## src/rtl/branch_resolver.sv

```systemverilog
// branch_resolver: EX-stage branch outcome, mispredict detection and one-cycle flush record; optional counters under BRANCH_STATS_EN
module branch_resolver #(
    parameter int XLEN       = 32,
    parameter int STAT_WIDTH = 32
) (
    input  logic                  clk,
    input  logic                  rst_n,
    input  logic                  PL_stall,
    input  logic                  B_type_ex,
    input  logic                  beq_ex,
    input  logic                  bne_ex,
    input  logic                  blt_ex,
    input  logic                  bge_ex,
    input  logic                  bltu_ex,
    input  logic                  bgeu_ex,
    input  logic [XLEN-1:0]       rs1_data,
    input  logic [XLEN-1:0]       rs2_data,
    input  logic [XLEN-1:0]       pc_ex,
    input  logic [XLEN-1:0]       imme_ex,
    input  logic                  prediction_ex,
    output logic                  resolve_en,
    output logic                  corrected_result,
    output logic                  PL_flush,
    output logic [XLEN-1:0]       redirect_pc,
    output logic                  B_type_branch_failed,
    output logic                  beq_branch_failed,
    output logic                  bne_branch_failed,
    output logic                  blt_branch_failed,
    output logic                  bge_branch_failed,
    output logic                  bltu_branch_failed,
    output logic                  bgeu_branch_failed,
    output logic [XLEN-1:0]       pc_branch_filled,
    output logic                  B_type_result_branch_failed,
    output logic [STAT_WIDTH-1:0] stat_branches,
    output logic [STAT_WIDTH-1:0] stat_mispredicts
);
    typedef enum logic {IDLE, FLUSH} state_t;

    state_t          state_q, state_d;
    logic            eq, lt_s, lt_u, outcome, squash, mispredict;
    logic [XLEN-1:0] target;
    logic [6:0]      kind_q;
    logic            result_q;
    logic [XLEN-1:0] pc_q, redirect_q;

    // Evaluate the branch condition and its fetch target over the full operand width
    always_comb begin
        eq         = rs1_data == rs2_data;
        lt_s       = $signed(rs1_data) < $signed(rs2_data);
        lt_u       = rs1_data < rs2_data;
        outcome    = (beq_ex & eq) | (bne_ex & !eq) | (blt_ex & lt_s) |
                     (bge_ex & !lt_s) | (bltu_ex & lt_u) | (bgeu_ex & !lt_u);
        target     = outcome ? pc_ex + imme_ex : pc_ex + XLEN'(4);
        squash     = state_q == FLUSH;
        resolve_en = B_type_ex & !PL_stall & !squash;
        mispredict = resolve_en & (outcome != prediction_ex);
        state_d    = mispredict ? FLUSH : IDLE;
    end

    assign corrected_result = outcome;

    // State register and failed-branch record, loaded only on a mispredict
    always_ff @(posedge clk or negedge rst_n) begin
        if (!rst_n) begin
            state_q    <= IDLE;
            kind_q     <= '0;
            result_q   <= 1'b0;
            pc_q       <= '0;
            redirect_q <= '0;
        end else begin
            state_q <= state_d;
            if (mispredict) begin
                kind_q     <= {B_type_ex, beq_ex, bne_ex, blt_ex, bge_ex, bltu_ex, bgeu_ex};
                result_q   <= outcome;
                pc_q       <= pc_ex;
                redirect_q <= target;
            end
        end
    end

    assign PL_flush                    = state_q == FLUSH;
    assign {B_type_branch_failed, beq_branch_failed, bne_branch_failed, blt_branch_failed,
            bge_branch_failed, bltu_branch_failed, bgeu_branch_failed} = kind_q & {7{PL_flush}};
    assign pc_branch_filled            = pc_q;
    assign redirect_pc                 = redirect_q;
    assign B_type_result_branch_failed = result_q;

`ifdef BRANCH_STATS_EN
    logic [STAT_WIDTH-1:0] branches_q, mispredicts_q;

    // Saturating resolve and mispredict counters
    always_ff @(posedge clk or negedge rst_n) begin
        if (!rst_n) begin
            branches_q    <= '0;
            mispredicts_q <= '0;
        end else begin
            if (resolve_en && !(&branches_q)) branches_q <= branches_q + 1'b1;
            if (mispredict && !(&mispredicts_q)) mispredicts_q <= mispredicts_q + 1'b1;
        end
    end

    assign stat_branches    = branches_q;
    assign stat_mispredicts = mispredicts_q;
`else
    assign stat_branches    = '0;
    assign stat_mispredicts = '0;
`endif
endmodule

```

## config.mk

```make
export PLATFORM = sky130hd
export DESIGN_NAME = branch_resolver
export DESIGN_NICKNAME = d
export VERILOG_FILES = /design/src/rtl/branch_resolver.sv
export SDC_FILE = /design/constraint.sdc
export NUM_CORES = 1
export LEC_CHECK = 0
export CAP_MARGIN = 20
export CORE_MARGIN = 4
export CORE_UTILIZATION = 50
export CTS_CLUSTER_DIAMETER = 60
export DETAILED_ROUTE_END_ITERATION = 7
export DONT_BUFFER_PORTS = 1
export MAX_ROUTING_LAYER = met4
export PLACE_DENSITY = 0.69
export SYNTH_ARGS = -nofsm -noshare
export SYNTH_HDL_FRONTEND = slang
export SYNTH_SLANG_ARGS = --single-unit
```

## constraint.sdc

```tcl
create_clock -name clk -period 5.7 [get_ports clk]
set_input_delay 1.14 -clock clk [delete_from_list [all_inputs] [get_ports clk]]
set_output_delay 1.14 -clock clk [all_outputs]
set_load 0.005 [all_outputs]
```

# Yosys cells after proc, flatten, opt, wreduce, memory -nomap -nowiden
# Cells that the tools add are included.
# totals
ff_bits,73
latchBits,0
ram_bits,0
romBits,0
in_bits,139
word_cells,33
memories,0
# classes
add_sub_neg,2
multipliers,0
div_mod_pow,0
order_cmp,2
eq_ne,2
n_shift,0
n_mux,2
bitwise,15
reduce_logical,5
# op_table
cell,n
$lt 32x32->1,2
$add 32x3->32 const B,1
$add 32x32->32,1
$eq 32x32->1,1
$mux 32,1
$and 1x1->1,9
$and 7x7->7,1
$logic_not 1->1,5
$or 1x1->1,5
$mux 1,1
$ne 1x1->1,1

# Depth between registers and ports, before layout
# Gate-level depths: netlist (run 1).
# depth
ltp_word,11
depth_mapped,14
mapped_depth_nobuf,12

# Worst setup path after synthesis (run 1)
# OpenSTA, ideal clock, no wires.
# synth_path
path_type,input -> output
from,input port rs2_data[23]
to,output port corrected_result
arrival_ns,3.169
required_ns,4.560
slack_ns,1.391
path_stages,12
path_buffers,2
path_cell_list,inv_1 ha_1 a2111oi_2 o21ai_0 a21o_1 a21o_1 o31ai_1 a31oi_1 buf_2 nor2_8 inv_2 clkbuf_8
# synth_between
elab_chain_len,8
# synth_rtl
item,line,text
"start, declared",17,"input logic [XLEN-1:0] rs2_data,"
branches (longest 7 deep; another with $lt 32x32->1),n/a,
$or 1x1->1 (*),52,(bge_ex & !lt_s) | (bltu_ex & lt_u) | (bgeu_ex & !lt_u);
"end, declared",22,"output logic corrected_result,"
# Every way passes the cells marked *.

# Worst setup path after layout (run 1)
# Same ends and word-level chain as after synthesis.

==> results.toml, run 1 <==
[sta]
hold_ws_ns = 0.465
worstMarginPinSlew_ns = 0.953
setup_viol = 0
fmaxAchievable_mhz = 217
hold_violations = 0
fin_crit_sh_pct = 80.8
slew_violations = 0
maxSlewHeadroom_pct = 35.9
period_needed_ns = 4.61
finalSetupTns_ns = 0
rsz0062_at_grt = "false"
clock_skew_ns = 0.00631

[setup_path]
cp.required_ns = 4.56
crit_start = "rs2_data[23]"
path_cells = "inv_1 -> ha_1 -> a2111oi_2 -> o21ai_0 -> a21o_1 -> a21o_1 -> o31ai_1 -> a31oi_2 -> buf_4 -> nor2_8 -> inv_2"
path_delay_family = "compound AO/OA/AOI/OAI gates"
worst_path_max_delay_cell = "nor2_8"
critical_path.most_common_cell = "a21o_1"
reg2reg_depth = 4
slowest_delay_ns = 0.39
end_kind = "primary output"
critPathCapture = "corrected_result"
timing.rr.start = "PL_flush$_DFF_PN0_"
setup.reg_to_reg.worst_slack_ns = 3.04
cp_max_fo = 16
critPathArrivalTime_ns = 3.47
crit_cells = 11
worst-path-buf-inv = 3
r2r_end = "redirect_pc[31]$_DFFE_PN0P_"
crit_type = "primary input to primary output"
startpoint_type = "primary input"

[clock_tree]
clockBufferDepth = 2
clkLatencyLatePin_ns = 0.35
h-tree-depth = 3
hold_buffers = 0
post_cts_buffers = 0
cts.sinks = 73
postCtsResizedCells = 0
cts_tree = "done"
numCtsBuffers = 9
clockRootBuffer = "clkbuf_16"
clk_pin_slew_ns = 0.06

[power_and_ir_drop]
pwr-share-seq_pct = 39.8
power.density_mw_per_mm2 = 297
power.share.combinational_pct = 28.9
clockPowerShare_pct = 31.3
intPower_mw = 1.48
peakVddDrop_v = 0.000220
switching_share_pct = 30.0
switchingPower_mw = 0.633
p_leak_nw = 3.42

[placed_design]
place.detailed.hpwl_mm = 13.4
gp_congestion = 0.926
io_buffers = 0

[die]
io_pins = 278
rows = 42
design.die.area_mm2 = 0.0157
die_w_um = 125
start_util_pct = 51.5
die_h_um = 125
coreArea_mm2 = 0.0134

[yosys]
synthTopCellsByArea = "dfrtp_1 26%, mux2_4 12%, ha_1 12%, buf_4 7.0%, xor2_1 3.6%"
synth_xor_area_share_pct = 6.60
synthAdderAreaFrac_pct = 11.9
synth_cells = 703
yosysSeqAreaShare_pct = 26.5
synth.area.mux_share_pct = 17.8
synth_edf_count = 0
synth_top_family_by_area = "multiplexers"
synthSimpleGateAreaFrac_pct = 12.1
ys_types = 67
synth_ff_type = "dfrtp_1"
synthesis.area_mm2 = 0.00690
synthArstFlopShare_pct = 100
synth_top_cell_by_area = "dfrtp_1"
synth_top_area_share_pct = 26.5
avgSynthCellArea_um2 = 9.81
yosysWarnings = 0
synth_compound_area_share_pct = 13.3
ys_ff_latch = 73

[global_route]
grt_pass1_wl_mm = 27.2
grtUsageTotal_pct = 21.8
grt_pass1_vias = 5124
grt_max_degree = 74
antenna_found_initial = 0
overflow = 0

[route]
wl_per_cell_um = 19.3
drc = 0
ant_nets = 0
vias = 5040
drtPass1Iterations = 5
vias_per_cell = 5.69
drt-initial-drc-count = 223
wl_mm = 17.1

[hold_path]
worstHoldPathType = "flop to flop"

[layout]
drive_gt1_share_pct = 15.5
utilization_pct = 53.1
layout_common_cells = "73 x dfrtp_1, 64 x ha_1, 64 x conb_1"
final_common_cell = "dfrtp_1"
final_nets = 909
area_growth_pct = 3.19
diodes = 0

[job]
drv_cap = 0

[run_status]
status = "finished clean"
-- cell type report --
class,count,area (um^2)
Timing Repair Buffer,5,37.5
Tap cell,176,220
Clock buffer,11,243
Fill cell,1188,6280
Clock inverter,5,103
Inverter,48,185
Multi-Input combinational cell,568,4500
Sequential cell,73,1830
-- state kept, by name, indices dropped and copies added, names as in the netlist --
register	count
pc_branch_filled	32
redirect_pc	32
kind_q	7
B_type_result_branch_failed	1
PL_flush	1
-- kinds of logic after synthesis --
group           count (synthesis)
simple gates                  155
flops                          73
buf+inv                       125
other cells                     1
compound gates                139
mux                            93
xor+xnor                       52
fa+ha+maj                      65
-- Yosys cell counts (all sizes together), types with 2 or more instances --
cell      n
o21ai    31
nand4    10
a2111oi   2
o21a      5
a21boi    4
and2     11
ha       64
nor4      4
buf      74
o211ai    5
o31a      2
and3     10
or2       2
and4      3
dfrtp    73
or3       7
a31o      3
o21bai    2
o31ai     4
xor2     28
mux2i    23
a211oi    9
nor2b     4
nand2    33
mux2     70
a31oi     8
xnor2    24
nor2     29
nand2b    3
a21o     15
clkbuf    3
a21oi    36
nand3    27
inv      48
nor3      9
a221oi    2
-- metal layers --
layer  global-route usage (%)  share of wire (%)
met5                        -                  0
met4                     5.80                1.6
met3                     8.78                9.4
met2                     34.5                 48
met1                     25.9                 41
-- how the worst min path moves through the flow --
stage	to	startpoint	slack, ns	depth (start not counted)
final	kind_q[6]$_DFFE_PN0P_	kind_q[6]$_DFFE_PN0P_	0.46	1
after global routing	redirect_pc[26]$_DFFE_PN0P_	rst_n	0.47	0
after CTS	kind_q[6]$_DFFE_PN0P_	kind_q[6]$_DFFE_PN0P_	0.46	1
after detailed placement	kind_q[6]$_DFFE_PN0P_	kind_q[6]$_DFFE_PN0P_	0.45	1
after global placement	kind_q[6]$_DFFE_PN0P_	kind_q[6]$_DFFE_PN0P_	0.46	1
after floorplan	kind_q[6]$_DFFE_PN0P_	kind_q[6]$_DFFE_PN0P_	0.43	1
-- power groups by stage --
stage | combinational [mW] | sequential (mW) | clock, mW
floorplan | 0.560 | 0.791 | 0
finish | 0.611 | 0.842 | 0.661
global placement | 0.583 | 0.850 | 0
detailed placement | 0.607 | 0.851 | 0
global route | 0.670 | 0.867 | 0.706
CTS | 0.608 | 0.847 | 0.674
-- metrics by stage --
step	worst slack (ns)	cells	instance area, um^2	power (mW)
detailed placement	1.01	870	6770	1.46
global route	0.894	886	7120	2.24
CTS	1.07	886	7120	2.13
global placement	1.11	870	6770	1.43
floorplan	1.39	766	7140	1.35
finish	1.09	886	7120	2.11
Note: power is estimated with default switching activity, not from simulation.
==> inputs of run 2 (changes only) <==
clock period = 4.4 ns   (was 5.7 ns; I/O delays follow)
==> run 2 against run 1 <==
Sequential power increased by 29%. Critical path depth is 1 lower. Hold slack got worse by 0.24 ns. Combinational power is 31% higher. Clock-buffer cell count stayed put. First-iteration DRC count is 33% higher. Non-clock buffer count is 3 higher. Sequential share of layout area decreased by 0.072 points. Clock power increased by 24%. Critical path type unchanged. Critical endpoint unchanged.
==> results.toml, run 2 (synthesis gave the netlist of run 1 again) <==
[setup_path]
critPathArrivalTime_ns = 2.97
end_kind = "primary output"
timing.rr.start = "PL_flush$_DFF_PN0_"
worst-path-buf-inv = 2
slowest_delay_ns = 0.33
critical_path.most_common_cell = "a21o_1"
setup.reg_to_reg.worst_slack_ns = 2.17
reg2reg_depth = 4
path_delay_family = "compound AO/OA/AOI/OAI gates"
crit_start = "rs2_data[23]"
startpoint_type = "primary input"
critPathCapture = "corrected_result"
cp.required_ns = 3.52
cp_max_fo = 4
r2r_end = "kind_q[5]$_DFFE_PN0P_"
worst_path_max_delay_cell = "ha_1"
crit_cells = 10
path_cells = "inv_1 -> ha_1 -> a2111oi_2 -> o21ai_0 -> a21o_1 -> a21o_1 -> o31ai_1 -> a31oi_2 -> nor2_8 -> inv_2"
crit_type = "primary input to primary output"

[sta]
setup_ws_ns = 0.549
maxSlewHeadroom_pct = 37.0
fin_crit_sh_pct = 87.5
period_needed_ns = 3.85
clock_skew_ns = 0.00948
setup_viol = 0
slew_violations = 0
finalSetupTns_ns = 0
rsz0062_at_grt = "false"
hold_violations = 0
fmaxAchievable_mhz = 260
worstMarginPinSlew_ns = 0.937

[route]
ant_nets = 0
drtPass1Iterations = 5
wl_mm = 17.5
drc = 0
vias_per_cell = 5.81
drt-initial-drc-count = 297
vias = 5167
wl_per_cell_um = 19.7

[clock_tree]
clockBufferDepth = 2
cts_tree = "done"
clockRootBuffer = "clkbuf_16"
clk_pin_slew_ns = 0.06
h-tree-depth = 3
numCtsBuffers = 9
hold_buffers = 0
postCtsResizedCells = 0
post_cts_buffers = 0
cts.sinks = 73
clkLatencyLatePin_ns = 0.35

[die]
die_w_um = 125
rows = 42
design.die.area_mm2 = 0.0157
io_pins = 278
start_util_pct = 51.5
die_h_um = 125
coreArea_mm2 = 0.0134

[power_and_ir_drop]
power.density_mw_per_mm2 = 380
peakVddDrop_v = 0.000249
p_leak_nw = 3.43

[placed_design]
gp_congestion = 0.940
io_buffers = 0
detailedPlace.worstSlack_ns = 0.404
place.detailed.hpwl_mm = 13.7

[job]
drv_cap = 0

[global_route]
grt_pass1_vias = 5204
grt_pass1_wl_mm = 27.6
grtUsageTotal_pct = 22.1
antenna_found_initial = 0
overflow = 0
grt_max_degree = 74

[run_status]
status = "finished clean"

[layout]
drive_gt1_share_pct = 16.0
final_nets = 912
layout_common_cells = "73 x dfrtp_1, 64 x ha_1, 64 x conb_1"
diodes = 0
area_growth_pct = 3.48
final_common_cell = "dfrtp_1"

[hold_path]
worstHoldPathType = "primary input to asynchronous set/reset pin"
[run 2: how the worst min path moves through the flow]
stage / to / cells after the start
finish: pc_branch_filled[0]$_DFFE_PN0P_ / 0
global route: redirect_pc[3]$_DFFE_PN0P_ / 0
CTS: redirect_pc[3]$_DFFE_PN0P_ / 0
detailed placement: kind_q[6]$_DFFE_PN0P_ / 1
global placement: kind_q[6]$_DFFE_PN0P_ / 1
floorplan: kind_q[6]$_DFFE_PN0P_ / 1
[run 2: layout make-up]
class                   count  area [um^2]
well taps                 176          220
fillers                  1200         6260
clock buffers              11          253
flip-flops and latches     73         1830
clock inverters             5         77.6
multi-input cells         568         4500
inverters                  48          185
repair buffers              8         72.6
[run 2: where the power goes]
| group | internal [mW] | switching [mW] |
|---|---|---|
| sequential | 0.891 | 0.197 |
| clock | 0.525 | 0.297 |
| combinational | 0.462 | 0.340 |
[run 2: stage by stage]
step | std cells | hold WS [ns] | instance area, um^2 | power, mW | utilization, %
floorplan | 766 | 0.426 | 7140 | 1.75 | -
global route | 889 | 0.214 | 7140 | 2.86 | 53.3
global placement | 873 | 0.443 | 6810 | 1.86 | 50.8
CTS | 889 | 0.213 | 7140 | 2.73 | 53.3
detailed placement | 873 | 0.457 | 6810 | 1.89 | 50.8
finish | 889 | 0.225 | 7140 | 2.71 | 53.3
[run 2: layer usage]
metal  track usage, %  share of wire, %  up-vias
met3             6.61               8.9       30
li1                 -                 -     2401
met2             36.2                48      239
met4             5.68               1.8        0
met1             26.6                41     2497
met5                -                 0        -
